--- config.mk ---
export PLATFORM = sky130hd
export DESIGN_NAME = palette_layer_arbiter
export DESIGN_NICKNAME = d
export VERILOG_FILES = /design/src/rtl/palette_layer_arbiter_pkg.sv /design/src/rtl/palette_layer_arbiter_fade_sequencer.sv /design/src/rtl/palette_layer_arbiter.sv
export SDC_FILE = /design/constraint.sdc
export NUM_CORES = 1
export LEC_CHECK = 0
export ABC_AREA = 1
export ABC_CLOCK_PERIOD_IN_PS = 5500
export BUFFER_PORTS_ARGS = -buffer_cell sky130_fd_sc_hd__buf_2
export CORE_UTILIZATION = 60
export CTS_CLUSTER_DIAMETER = 50
export CTS_CLUSTER_SIZE = 25
export DETAILED_ROUTE_END_ITERATION = 8
export PLACE_DENSITY_LB_ADDON = 0.2
export SLEW_MARGIN = 20
export SYNTH_ARGS = -nofsm -noshare
export SYNTH_HDL_FRONTEND = slang
export SYNTH_SLANG_ARGS = --single-unit
--- constraint.sdc ---
create_clock -name Clk -period 5.5 [get_ports Clk]
set_input_delay 0.55 -clock Clk [delete_from_list [all_inputs] [get_ports Clk]]
set_output_delay 0.55 -clock Clk [all_outputs]
set_load 0.005 [all_outputs]
--- src/rtl/palette_layer_arbiter_pkg.sv ---
// Shared types and constants for the palette layer arbiter and its fade sequencer.
package palette_layer_arbiter_pkg;

    localparam int unsigned COLOR_W         = 4;
    localparam logic [3:0]  TRANSPARENT_IDX = 4'h0;
    localparam logic [3:0]  LEVEL_MAX       = 4'hF;

    typedef enum logic {
        StIdle,
        StRamp
    } fade_state_e;

    // Brightness scaling: (c * (level + 1)) >> 4, so level 15 is identity and level 0 is black.
    function automatic logic [COLOR_W-1:0] scale_channel(input logic [COLOR_W-1:0] c,
                                                         input logic [3:0]         level);
        logic [7:0] prod;
        prod = {4'b0000, c} * ({4'b0000, level} + 8'd1);
        return prod[7:4];
    endfunction

endpackage

--- src/rtl/palette_layer_arbiter_fade_sequencer.sv ---
// Frame-stepped fade sequencer: ramps fade_level toward 15 (in) or 0 (out),
// one level every FRAMES_PER_STEP vsync pulses.
module palette_layer_arbiter_fade_sequencer
    import palette_layer_arbiter_pkg::*;
#(
    parameter int unsigned FRAMES_PER_STEP = 2
) (
    input  logic       clk_i,
    input  logic       rst_ni,
    input  logic       vsync_pulse_i,
    input  logic       fade_start_i,
    input  logic       fade_dir_i,
    output logic [3:0] fade_level_o,
    output logic       fade_busy_o
);

    localparam int unsigned      CntW    = (FRAMES_PER_STEP > 1) ? $clog2(FRAMES_PER_STEP) : 1;
    localparam logic [CntW-1:0] CntLast = CntW'(FRAMES_PER_STEP - 1);

    fade_state_e     state_q, state_d;
    logic            dir_q, dir_d;
    logic [CntW-1:0] cnt_q, cnt_d;
    logic [3:0]      level_q, level_d;
    logic [3:0]      target_q;

    assign target_q = dir_q ? LEVEL_MAX : 4'h0;

    // Next-state: a start command always wins over a coincident vsync pulse.
    always_comb begin
        state_d = state_q;
        dir_d   = dir_q;
        cnt_d   = cnt_q;
        level_d = level_q;
        if (fade_start_i) begin
            dir_d   = fade_dir_i;
            cnt_d   = '0;
            state_d = (level_q == (fade_dir_i ? LEVEL_MAX : 4'h0)) ? StIdle : StRamp;
        end else if (state_q == StRamp && vsync_pulse_i) begin
            if (cnt_q == CntLast) begin
                cnt_d   = '0;
                level_d = dir_q ? level_q + 4'd1 : level_q - 4'd1;
                if (level_d == target_q) begin
                    state_d = StIdle;
                end
            end else begin
                cnt_d = cnt_q + CntW'(1);
            end
        end
    end

    // State registers, cleared asynchronously.
    always_ff @(posedge clk_i or negedge rst_ni) begin
        if (!rst_ni) begin
            state_q <= StIdle;
            dir_q   <= 1'b0;
            cnt_q   <= '0;
            level_q <= 4'h0;
        end else begin
            state_q <= state_d;
            dir_q   <= dir_d;
            cnt_q   <= cnt_d;
            level_q <= level_d;
        end
    end

    assign fade_level_o = level_q;
    assign fade_busy_o  = (state_q == StRamp);

endmodule

--- src/rtl/palette_layer_arbiter.sv ---
// Per-pixel layer arbiter for the shared sprite palette: stage 1 picks the
// highest-priority opaque layer and drives the palette index, stage 2 scales
// the returned colour by the current fade level.
module palette_layer_arbiter
    import palette_layer_arbiter_pkg::*;
#(
    parameter int unsigned NUM_LAYERS      = 3,
    parameter int unsigned FRAMES_PER_STEP = 2
) (
    input  logic                    Clk,
    input  logic                    Reset_n,
    input  logic                    vsync_pulse,
    input  logic                    blank,
    input  logic [4*NUM_LAYERS-1:0] layer_idx,
    input  logic [NUM_LAYERS-1:0]   layer_en,
    input  logic                    fade_start,
    input  logic                    fade_dir,
    output logic [3:0]              pal_index,
    input  logic [COLOR_W-1:0]      pal_red,
    input  logic [COLOR_W-1:0]      pal_green,
    input  logic [COLOR_W-1:0]      pal_blue,
    output logic [COLOR_W-1:0]      red,
    output logic [COLOR_W-1:0]      green,
    output logic [COLOR_W-1:0]      blue,
    output logic [NUM_LAYERS-1:0]   grant,
    output logic [3:0]              fade_level,
    output logic                    fade_busy
);

    logic [3:0]            win_idx;
    logic [NUM_LAYERS-1:0] win_grant;
    logic                  found;
    logic                  blank_d1;

    // Priority select: lowest-numbered enabled layer with a non-transparent index.
    always_comb begin
        win_idx   = TRANSPARENT_IDX;
        win_grant = '0;
        found     = 1'b0;
        for (int k = 0; k < NUM_LAYERS; k++) begin
            if (!found && layer_en[k] && layer_idx[4*k +: 4] != TRANSPARENT_IDX) begin
                found        = 1'b1;
                win_idx      = layer_idx[4*k +: 4];
                win_grant[k] = 1'b1;
            end
        end
    end

    // Stage 1: register palette index, grant and the blank flag.
    always_ff @(posedge Clk or negedge Reset_n) begin
        if (!Reset_n) begin
            pal_index <= TRANSPARENT_IDX;
            grant     <= '0;
            blank_d1  <= 1'b0;
        end else begin
            pal_index <= win_idx;
            grant     <= win_grant;
            blank_d1  <= blank;
        end
    end

    // Stage 2: fade-scale the palette colour, black during blanking.
    always_ff @(posedge Clk or negedge Reset_n) begin
        if (!Reset_n) begin
            red   <= '0;
            green <= '0;
            blue  <= '0;
        end else if (!blank_d1) begin
            red   <= '0;
            green <= '0;
            blue  <= '0;
        end else begin
            red   <= scale_channel(pal_red, fade_level);
            green <= scale_channel(pal_green, fade_level);
            blue  <= scale_channel(pal_blue, fade_level);
        end
    end

    palette_layer_arbiter_fade_sequencer #(
        .FRAMES_PER_STEP(FRAMES_PER_STEP)
    ) u_fade_sequencer (
        .clk_i        (Clk),
        .rst_ni       (Reset_n),
        .vsync_pulse_i(vsync_pulse),
        .fade_start_i (fade_start),
        .fade_dir_i   (fade_dir),
        .fade_level_o (fade_level),
        .fade_busy_o  (fade_busy)
    );

endmodule

==> run metrics, run 1 <==
setup tns final 0 ns; vias in the first global route 2518; worst skew pair latency roughly 0.28 ns; Gate power share approximately 74%; Post-DP Area roughly 3000 µm²; FF+latch count, synth 27; GRT Resource Usage Total 27.14%; max frequency 0.2611 GHz; Row Count 24; Ports 57; Die H about 70 µm; Post-Syn Nets between 400 and 500; last weighted congestion value of the routability-driven placer 0.9034; design area 3073 µm²; worst path required time about 5.7 ns; root buffer cell clkbuf_8; Hold Vio Cnt, Final 0; grt ovf 0; MaxCap Viol Count 0; Tightest Hold Check Type in2async; TritonCTS clock tree yes; sequential fraction of the synthesis area roughly a quarter; layout cell share with drive strength beyond 1 17.22%; P_int 775.2 µW; pwr dens 531.8 nW/µm²; VDD IR max 296.5 µV; Pleak around 0.0019 µW; maximum clock insertion buffer count 2; cell taking the most area after synthesis dfrtp_1; reg2reg end blue[3]$_DFF_PN0_; Synth Warn # 0; Fin Clk Skew 0.006950 ns; Hold Buf Count CTS 0; final setup margin 1.669 ns; critical setup path kind reg2reg; placed cells 472; worst flop-to-flop path startpoint u_fade_sequencer.fade_level_o[0]$_DFFE_PN0P_; EDFF count, synth 0; initial drt markers 133; Final #Nets 504; H-tree depth 1; shortest period the worst path allows 3.831 ns; worst-margin pin slew 0.6226 ns; Distinct cells, synth 27; CP Launch Point u_fade_sequencer.fade_level_o[0]$_DFFE_PN0P_; Synth Cell Area 2699 µm²; postcts setup bufs 0; initial antenna violation count 0; first-pass GRT wire length 10570 µm; antenna cell count 0; antenna-violating nets left 0; WL/cell 12.48 µm; CTS resizes 0; Via-to-Cell Ratio roughly 5.3; clock power share 7.0%; Flop pwr share a little under a fifth; most frequent cells after synthesis nand2_1 (96), inv_1 (62), nor2_1 (49); Top FF cell, synth dfrtp_1; routed vias 2504; Startpoint Class register; hold_ws about 0.26 ns; Starting Density 62.41%; iteration count of the initial detailed-routing pass 4; top fanout value on the critical path 14; die span in x 69.07 µm; Avg Synthesized Cell Area 7.354 µm²; Net Sw Power 859.1 µW; CTS clk-pin slew, worst paths 0.10 ns; die footprint 4770 µm²; cell count of the worst reg-to-reg path 15; DP HPWL 4830 µm; max-slew violations 0; P&R area growth vs syn 13.86%; Async S/R FF share, synth 100.0%; Final setup viols 0; most numerous cell in the Yosys netlist nand2_1; DRC violations left 0; unrepaired setup endpoints after global routing no; largest net degree at the start of global routing 28; Area contributors post-synth dfrtp_1 (25%), ha_1 (14%), nand2_1 (13%); fin cells 476; final worst-path cycle share 69.65%; Detailed Route WL 5941 µm; worst rel slew slack 58.36%; CP arrival 4.04 ns; pre-CTS setup slack around 1.7 ns; R2R setup slack 1.67 ns; Sw Ratio around 53%; Buffers on Ports 56; Sink Count 27; Core Region 4324 µm²; TritonCTS Buffers 3; Synth top area share 25.03%; Crit. End Element register; status finished, final reports clean; Synth Instances 367
==> per-stage QoR <==
stage / total power, µW / utilization [%]
after floorplan: 1223 / -
after global placement: 1456 / 69.99
after detailed placement: 1507 / 69.99
after CTS: 1636 / 71.06
after global routing: 1836 / 71.06
final: 1634 / 71.06
==> cells by family (layout without fill, tap and decap cells) <==
kind of cell               count (synthesis)  count (layout)  synth area share [%]
and+or+nand+nor                          180             180                 27.91
DFF                                       27              27                 25.03
AOI/OAI and AO/OA                         37              37                 7.927
adders and majority gates                 46              46                 25.78
buffers and inverters                     67             124                 9.550
xor gates and xnor gates                  10              10                 3.802
==> power by group through the flow <==
stage	clock network [µW]	registers (µW)	logic, µW
5_1_grt	122	310	1400
4_1_cts	117	303	1220
3_5_place_dp	0	307	1200
3_3_place_gp	0	306	1150
2_1_floorplan	0	296	927
6_report	115	303	1220
==> worst max-delay path by stage <==
| stage | endpoint |
|---|---|
| 2_1_floorplan | blue[3]$_DFF_PN0_ |
| 3_3_place_gp | green[3]$_DFF_PN0_ |
| 3_5_place_dp | green[3]$_DFF_PN0_ |
| 4_1_cts | blue[3]$_DFF_PN0_ |
| 5_1_grt | green[3]$_DFF_PN0_ |
| 6_report | blue[3]$_DFF_PN0_ |
==> worst max-delay path: stages (launching register included) <==
cell     delay [ns]
dfrtp_1        0.66
ha_1           0.29
xor2_1         0.53
inv_2          0.15
nor2_1         0.19
fa_1           0.44
inv_1          0.09
fa_1           0.39
inv_1          0.08
ha_1           0.26
a21oi_1        0.27
o21a_1         0.17
nand2_1        0.06
nand2_1        0.06
nand2_1        0.05
nor2_1         0.09
==> placed cells by master (no fill, tap or decap) <==
master    instances
fa_1             16
or2_2             4
nor2_8            1
xnor2_1           2
nor2_1           49
dfrtp_1          27
o21bai_1          2
xor2_1            6
buf_2            56
nand2_1          96
xnor2_2           2
ha_1             30
o221ai_1          1
nand4_1           1
inv_2             2
o21a_1            3
o21ai_0          10
inv_1            62
nand2_2           3
a21boi_0          4
clkinv_2          1
o22ai_1           2
nand2_4           1
nor3_1            3
nor3b_1           1
clkbuf_8          3
a21oi_1          15
nand3_1          21
==> cell type report <==
class	count	area (µm²)
sequential	27	675.6
fill	373	1251
timing repair buffer	56	280.3
tap	52	65.06
multi-input combinational	273	1765
clock inverter	1	5.005
clock buffer	3	41.29
inverter	64	240.2
==> sequential cells by signal, indices dropped and copies added, names as in the netlist <==
name and flops:
blank_d1 1, u_fade_sequencer.cnt_q 1, pal_index 4, red 4, grant 3, u_fade_sequencer.fade_busy_o 1, u_fade_sequencer.fade_level_o 4, blue 4
green 4, u_fade_sequencer.dir_q 1
==> per-layer routing <==
layer  global-route usage [%]  part of all wire, %
met5                        0                    0
met4                    8.844                  1.9
met3                    3.947                  4.6
met2                    49.51                   51
met1                    32.53                   42
Power figures use the tool's default switching activity.
==> run 2: changes to the inputs <==
Settings changed: ABC_CLOCK_PERIOD_IN_PS 5500 to 3450, CORE_UTILIZATION 60 to 50.
Clock period 5.5 ns to 3.45 ns, I/O delays scaled along.
==> run 2 against run 1 <==
  * Count of clock-buffer cells in the layout unchanged
  * Worst hold slack got worse by 0.20 ns
  * Clock power increased by 65%
  * Clock skew decreased by 0.0018 ns
  * Total power increased by 64%
  * Register-to-register slack got worse by 1.4 ns
  * Critical path depth decreased by 2
  * Non-clock buffer count increased by 7
  * Sequential power increased by 50%
  * Cell count increased by 5.3%
  * Die area increased by 19%
  * Sequential cell count unchanged
  * Critical path type unchanged
  * Largest cell class unchanged
  * Highest routed layer unchanged
==> run metrics, run 2 (synthesized netlist as in run 1, its figures left out) <==
maximum clock insertion buffer count 2 (unchanged); initial drt markers 93 (-30%); Starting Density 52.51% (-9.9 points); Sink Count 27 (unchanged); R2R setup slack 0.24 ns (-1.43 ns); most frequent cells in the layout nand2_1 (95), inv_1 (62), buf_2 (56); Hold Buf Count CTS 0 (unchanged); worst-margin pin slew 0.5980 ns (-0.02454 ns); WL/cell 11.31 µm (-9.4%); multi-input logic area 1783 µm² (+0.99%); last weighted congestion value of the routability-driven placer 0.8137 (-9.9%); Final setup viols 0 (unchanged); Fillers 498 (+34%); fin cells 501 (+5.3%); Die H 75.47 µm (+9.3%); Startpoint Class register; Buffers on Ports 56 (unchanged); Tightest Hold Check Type in2async; H-tree depth 1 (unchanged); Core Region 5140 µm² (+19%); max frequency 0.3117 GHz (+19%); Pleak 0.001939 µW (+1.9%); vias in the first global route 2338 (-7.1%); routed vias 2435 (-2.8%); Critical Path, Cell by Cell ha_2 -> xor2_1 -> inv_2 -> nor2_1 -> fa_1 -> inv_1 -> fa_1 -> inv_1 -> ha_1 -> a21oi_1 -> nand2_1 -> o21ai_0 -> nor2_1; antenna-violating nets left 0 (unchanged); die span in x 75.47 µm (+9.3%); Crit. End Element register; Detailed Route WL 5666 µm (-4.6%); worst flop-to-flop path startpoint u_fade_sequencer.fade_level_o[1]$_DFFE_PN0P_; grt ovf 0 (unchanged); unrepaired setup endpoints after global routing no; VDD IR max 354.1 µV (+19%); CP arrival 3.38 ns (-0.66 ns); MaxCap Viol Count 0 (unchanged); TritonCTS clock tree yes; Fin Clk Skew 0.005102 ns (-0.001848 ns); DRC violations left 0 (unchanged); DP HPWL 4711 µm (-2.5%); cell count of the worst reg-to-reg path 13 (-2); setup tns final 0 ns (unchanged); shortest period the worst path allows 3.208 ns (-0.6226 ns); Post-DP Area 3102 µm² (+2.5%); initial antenna violation count 0 (unchanged); pwr dens 847.8 nW/µm² (+59%); Ports 57 (unchanged); design area 3169 µm² (+3.1%); Hold Vio Cnt, Final 0 (unchanged); worst path required time 3.62 ns (-2.09 ns); placed cells 497 (+5.3%); TritonCTS Buffers 3 (unchanged); Sequential Area 675.6 µm² (unchanged); antenna cell count 0 (unchanged); die footprint 5696 µm² (+19%); Max stage delay on crit path 0.53 ns (-0.13 ns); first-pass GRT wire length 9784 µm (-7.4%); hold_ws 0.05768 ns (-0.2013 ns); leading cell type in the layout, fill and taps excluded nand2_1; reg2reg end red[1]$_DFF_PN0_; slowest cell on the critical path fa_1; critical setup path kind reg2reg; worst skew pair latency 0.27 ns (about the same); Via-to-Cell Ratio 4.860 (-7.6%); status finished, final reports clean; layout cell share with drive strength beyond 1 19.49% (+2.3 points); iteration count of the initial detailed-routing pass 4 (unchanged); root buffer cell clkbuf_8; worst rel slew slack 60.13% (+1.8 points); top fanout value on the critical path 6 (-8); GRT Resource Usage Total 22.20% (-4.9 points); CTS clk-pin slew, worst paths 0.10 ns (about the same); P&R area growth vs syn 17.43%; max-slew violations 0 (unchanged); largest net degree at the start of global routing 28 (unchanged); Final #Nets 511 (+1.4%); final worst-path cycle share 92.98% (+23 points); Row Count 26 (+8.3%); final core utilization 61.66% (-9.4 points)
[run 2: changes by cell type in the layout (fill, tap and decap cells not counted), sizes merged]
cell    previous run  this run
buf               56        63
inv               64        65
clkinv             1         0
[run 2: worst max-delay path by stage]
stage                                                 start                 end  cells after the start
2_1_floorplan  u_fade_sequencer.fade_level_o[1]$_DFFE_PN0P_   blue[3]$_DFF_PN0_                     14
3_3_place_gp   u_fade_sequencer.fade_level_o[1]$_DFFE_PN0P_    red[3]$_DFF_PN0_                     13
3_5_place_dp   u_fade_sequencer.fade_level_o[0]$_DFFE_PN0P_   blue[3]$_DFF_PN0_                     15
4_1_cts        u_fade_sequencer.fade_level_o[0]$_DFFE_PN0P_   blue[3]$_DFF_PN0_                     15
5_1_grt        u_fade_sequencer.fade_level_o[1]$_DFFE_PN0P_  green[3]$_DFF_PN0_                     15
6_report       u_fade_sequencer.fade_level_o[1]$_DFFE_PN0P_    red[1]$_DFF_PN0_                     13
[run 2: power breakdown]
| group | switching [µW] | total [µW] | internal (µW) |
|---|---|---|---|
| sequential | 50.6 | 453 | 402 |
| combinational | 1230 | 2040 | 817 |
| clock | 106 | 190 | 84.8 |
| total | 1380 | 2690 | 1300 |
[run 2: stage by stage]
step	total power [µW]	setup slack, ns
3_3_place_gp	2407	0.2146
3_5_place_dp	2470	0.1121
5_1_grt	3051	0.04777
4_1_cts	2679	0.07421
6_report	2687	0.2421
2_1_floorplan	1950	0.3188
[run 2: critical path: cells and delay by family, from the launching register on]
family / cells / cell delay (ns)
compound gates: 2 / 0.39
xor+xnor: 1 / 0.17
fa+ha+maj: 4 / 1.57
buf+inv: 3 / 0.24
flops: 1 / 0.45
simple gates: 3 / 0.27
[run 2: what timing repair did]
action	in CTS	in global routing
buffers inserted	0	0
gates resized for setup	0	5
setup endpoints to repair	0	9
endpoints found under the hold margin	0	0
[run 2: routing by layer]
metal / part of all wire (%) / global-route usage [%]
met1: 45 / 27.33
met2: 50 / 41.37
met3: 3.8 / 3.704
met4: 0.55 / 3.498
met5: 0 / 0
[run 2: area by class of cell]
cell class,instances,area share [%]
sequential,27,21.32
tap,70,2.764
multi-input combinational,273,56.26
timing repair buffer,63,10.50
clock inverter,1,0.2764
inverter,64,7.580
clock buffer,3,1.303
==> run 3: changes to the inputs <==
Settings changed: CORE_UTILIZATION 50 to 51, SYNTH_HIERARCHICAL set to 1.
==> run 3 against run 2 <==
  * Sequential power is 4.4% higher
  * Sequential share of layout area is 1.0 points lower
  * Sequential cell count stayed put
  * Area after synthesis is 7.9% higher
  * Cell count is 6.4% higher
  * Critical path type unchanged
  * Count of clock-buffer cells in the layout stayed put
  * Largest cell class unchanged
  * Worst setup slack worse by 0.037 ns
  * Critical path depth stayed put
  * Non-clock buffer count is 1 lower
  * Clock skew hardly changed
==> run metrics, run 3 <==
Pleak 0.002062 µW (+6.3%); routed vias 2564 (+5.3%); Hold Vio Cnt, Final 0 (unchanged); final setup margin 0.2049 ns (-0.03719 ns); DRC violations left 0 (unchanged); worst rel slew slack 60.76% (+0.63 points); layout cell share with drive strength beyond 1 21.91% (+2.4 points); FF+latch count, synth 27 (unchanged); Gate power share 80.5% (+4.4 points); Top FF cell, synth dfrtp_1; Fin Clk Skew 0.005512 ns (+0.0004102 ns); shortest period the worst path allows 3.245 ns (+0.03719 ns); Die H 77.58 µm (+2.8%); worst-margin pin slew 0.5885 ns (-0.009481 ns); iteration count of the initial detailed-routing pass 4 (unchanged); max frequency 0.3082 GHz (-1.1%); initial drt markers 89 (-4.3%); initial antenna violation count 0 (unchanged); Tot Pwr 3363 µW (+25%); most frequent cells after synthesis nand2_1 (99), inv_1 (83), nor2_1 (44); Hold Buf Count CTS 0 (unchanged); leading cell type in the layout, fill and taps excluded nand2_1; pre-CTS setup slack 0.1178 ns (+0.005671 ns); Synth Warn # 6 (+6); TritonCTS clock tree yes; unrepaired setup endpoints after global routing no; pwr dens 1010 nW/µm² (+19%); Buffers on Ports 56 (unchanged); GRT Resource Usage Total 21.80% (-0.40 points); Core Region 5507 µm² (+7.1%); worst skew pair latency 0.27 ns (about the same); Startpoint Class register; max-slew violations 0 (unchanged); CTS clk-pin slew, worst paths 0.09 ns (about the same); Sink Count 27 (unchanged); sequential fraction of the synthesis area 23.20% (-1.8 points); Final #Nets 541 (+5.9%); Tightest Hold Check Type in2async; Flop pwr share 14.1% (-2.8 points); vias in the first global route 2614 (+12%); root buffer cell clkbuf_8; Distinct cells, synth 31 (+15%); most frequent cells in the layout nand2_1 (99), inv_1 (82), buf_2 (56); grt ovf 0 (unchanged); Avg Synthesized Cell Area 7.300 µm² (-0.73%); Crit. End Element register; Synth Cell Area 2913 µm² (+7.9%); die span in x 77.58 µm (+2.8%); Ports 57 (unchanged); Synth top area share 23.20% (-1.8 points); Post-Syn Nets 478 (+7.2%); clock power share 5.4% (-1.7 points); CTS resizes 0 (unchanged); top fanout value on the critical path 8 (+2); critical setup path kind reg2reg; antenna-violating nets left 0 (unchanged); worst path required time 3.66 ns (+0.04 ns); Area contributors post-synth dfrtp_1 (23%), ha_1 (13%), nand2_1 (13%); Via-to-Cell Ratio 4.811 (-1.0%); last weighted congestion value of the routability-driven placer 0.8449 (+3.8%); hold_ws 0.05992 ns (+0.002247 ns); status finished, final reports clean; VDD IR max 566.6 µV (+60%); maximum clock insertion buffer count 2 (unchanged); final worst-path cycle share 94.06% (+1.1 points); DP HPWL 4856 µm (+3.1%); Fillers 529 (+6.2%); Async S/R FF share, synth 100.0% (unchanged); setup tns final 0 ns (unchanged); largest net degree at the start of global routing 28 (unchanged); cell taking the most area after synthesis dfrtp_1; TritonCTS Buffers 3 (unchanged); H-tree depth 1 (unchanged); Synth Instances 399 (+8.7%); Final setup viols 0 (unchanged); antenna cell count 0 (unchanged); MaxCap Viol Count 0 (unchanged); Detailed Route WL 5767 µm (+1.8%); EDFF count, synth 0 (unchanged); first-pass GRT wire length 10690 µm (+9.2%); most numerous cell in the Yosys netlist nand2_1; CP arrival 3.46 ns (+0.08 ns); Sw Ratio 53.77% (+2.3 points); die footprint 6018 µm² (+5.7%); postcts setup bufs 0 (unchanged); Net Sw Power 1808 µW (+31%); Row Count 27 (+3.8%); Starting Density 52.90% (+0.39 points); P_int 1555 µW (+19%); P&R area growth vs syn 14.35%; WL/cell 10.82 µm (-4.3%)
run 3: cell families after synthesis:
family,share of synthesized area (%)
AO/OA/AOI/OAI,6.872
XOR/XNOR,1.762
adder cells (fa/ha/maj),23.88
flip-flops,23.20
buffers and inverters,12.84
AND/OR/NAND/NOR,31.44
run 3: area by class of cell:
type | instances | area, µm² | share of cell area (%)
Inverter | 87 | 326.6 | 9.805
Timing Repair Buffer | 62 | 325.3 | 9.767
Tap cell | 72 | 90.09 | 2.705
Sequential cell | 27 | 676.9 | 20.32
Multi-Input combinational cell | 281 | 1863 | 55.94
Clock buffer | 3 | 41.29 | 1.240
Clock inverter | 1 | 7.507 | 0.2254
run 3: path summary, 6_finish.rpt:
check | slack, ns | startpoint | cells past startpoint | to
worst min-delay path | 0.06 | Reset_n | 1 | red[0]$_DFF_PN0_
max in group asynchronous | 2.97 | Reset_n | 1 | u_fade_sequencer/fade_level_o[1]$_DFFE_PN0P_
worst min register to register | 0.52 | u_fade_sequencer/cnt_q$_DFFE_PN0P_ | 2 | u_fade_sequencer/cnt_q$_DFFE_PN0P_
worst max register to register | 0.20 | u_fade_sequencer/fade_level_o[1]$_DFFE_PN0P_ | 13 | green[1]$_DFF_PN0_
worst max-delay path | 0.20 | u_fade_sequencer/fade_level_o[1]$_DFFE_PN0P_ | 13 | green[1]$_DFF_PN0_
min in group Clk | 0.17 | blank | 1 | blank_d1$_DFF_PN0_
run 3: through the flow:
step,cells,util (%),area (µm²)
after floorplan,399,-,2913
after global placement,529,59.58,3281
after detailed placement,529,59.58,3281
after CTS,533,60.46,3329
after global routing,533,60.49,3331
final,533,60.49,3331
run 3: power by group through the flow:
stage | sequential [µW] | clock (µW) | combinational [µW]
floorplan | 497 | 0 | 2080
global placement | 479 | 0 | 2630
detailed placement | 481 | 0 | 2700
CTS | 475 | 193 | 2720
global route | 485 | 202 | 3140
finish | 473 | 182 | 2710
run 3: critical path, stage by stage, from the launching register on:
cell      delay, ns
dfrtp_2        0.46
ha_1           0.43
nand2_1        0.12
inv_1          0.06
fa_1           0.53
inv_1          0.06
fa_1           0.53
inv_1          0.04
ha_1           0.34
a21o_1         0.22
o21bai_2       0.19
nand2_1        0.06
nand2_1        0.05
nor2_1         0.09
run 3: metal layers:
layer  global-route usage [%]  up-vias  share of wire [%]
met5                        0        -                  0
met4                    4.340        0               0.75
met3                    3.059        6                3.7
met2                    39.20       51                 49
met1                    27.73     1169                 47
li1                         -     1338                  -
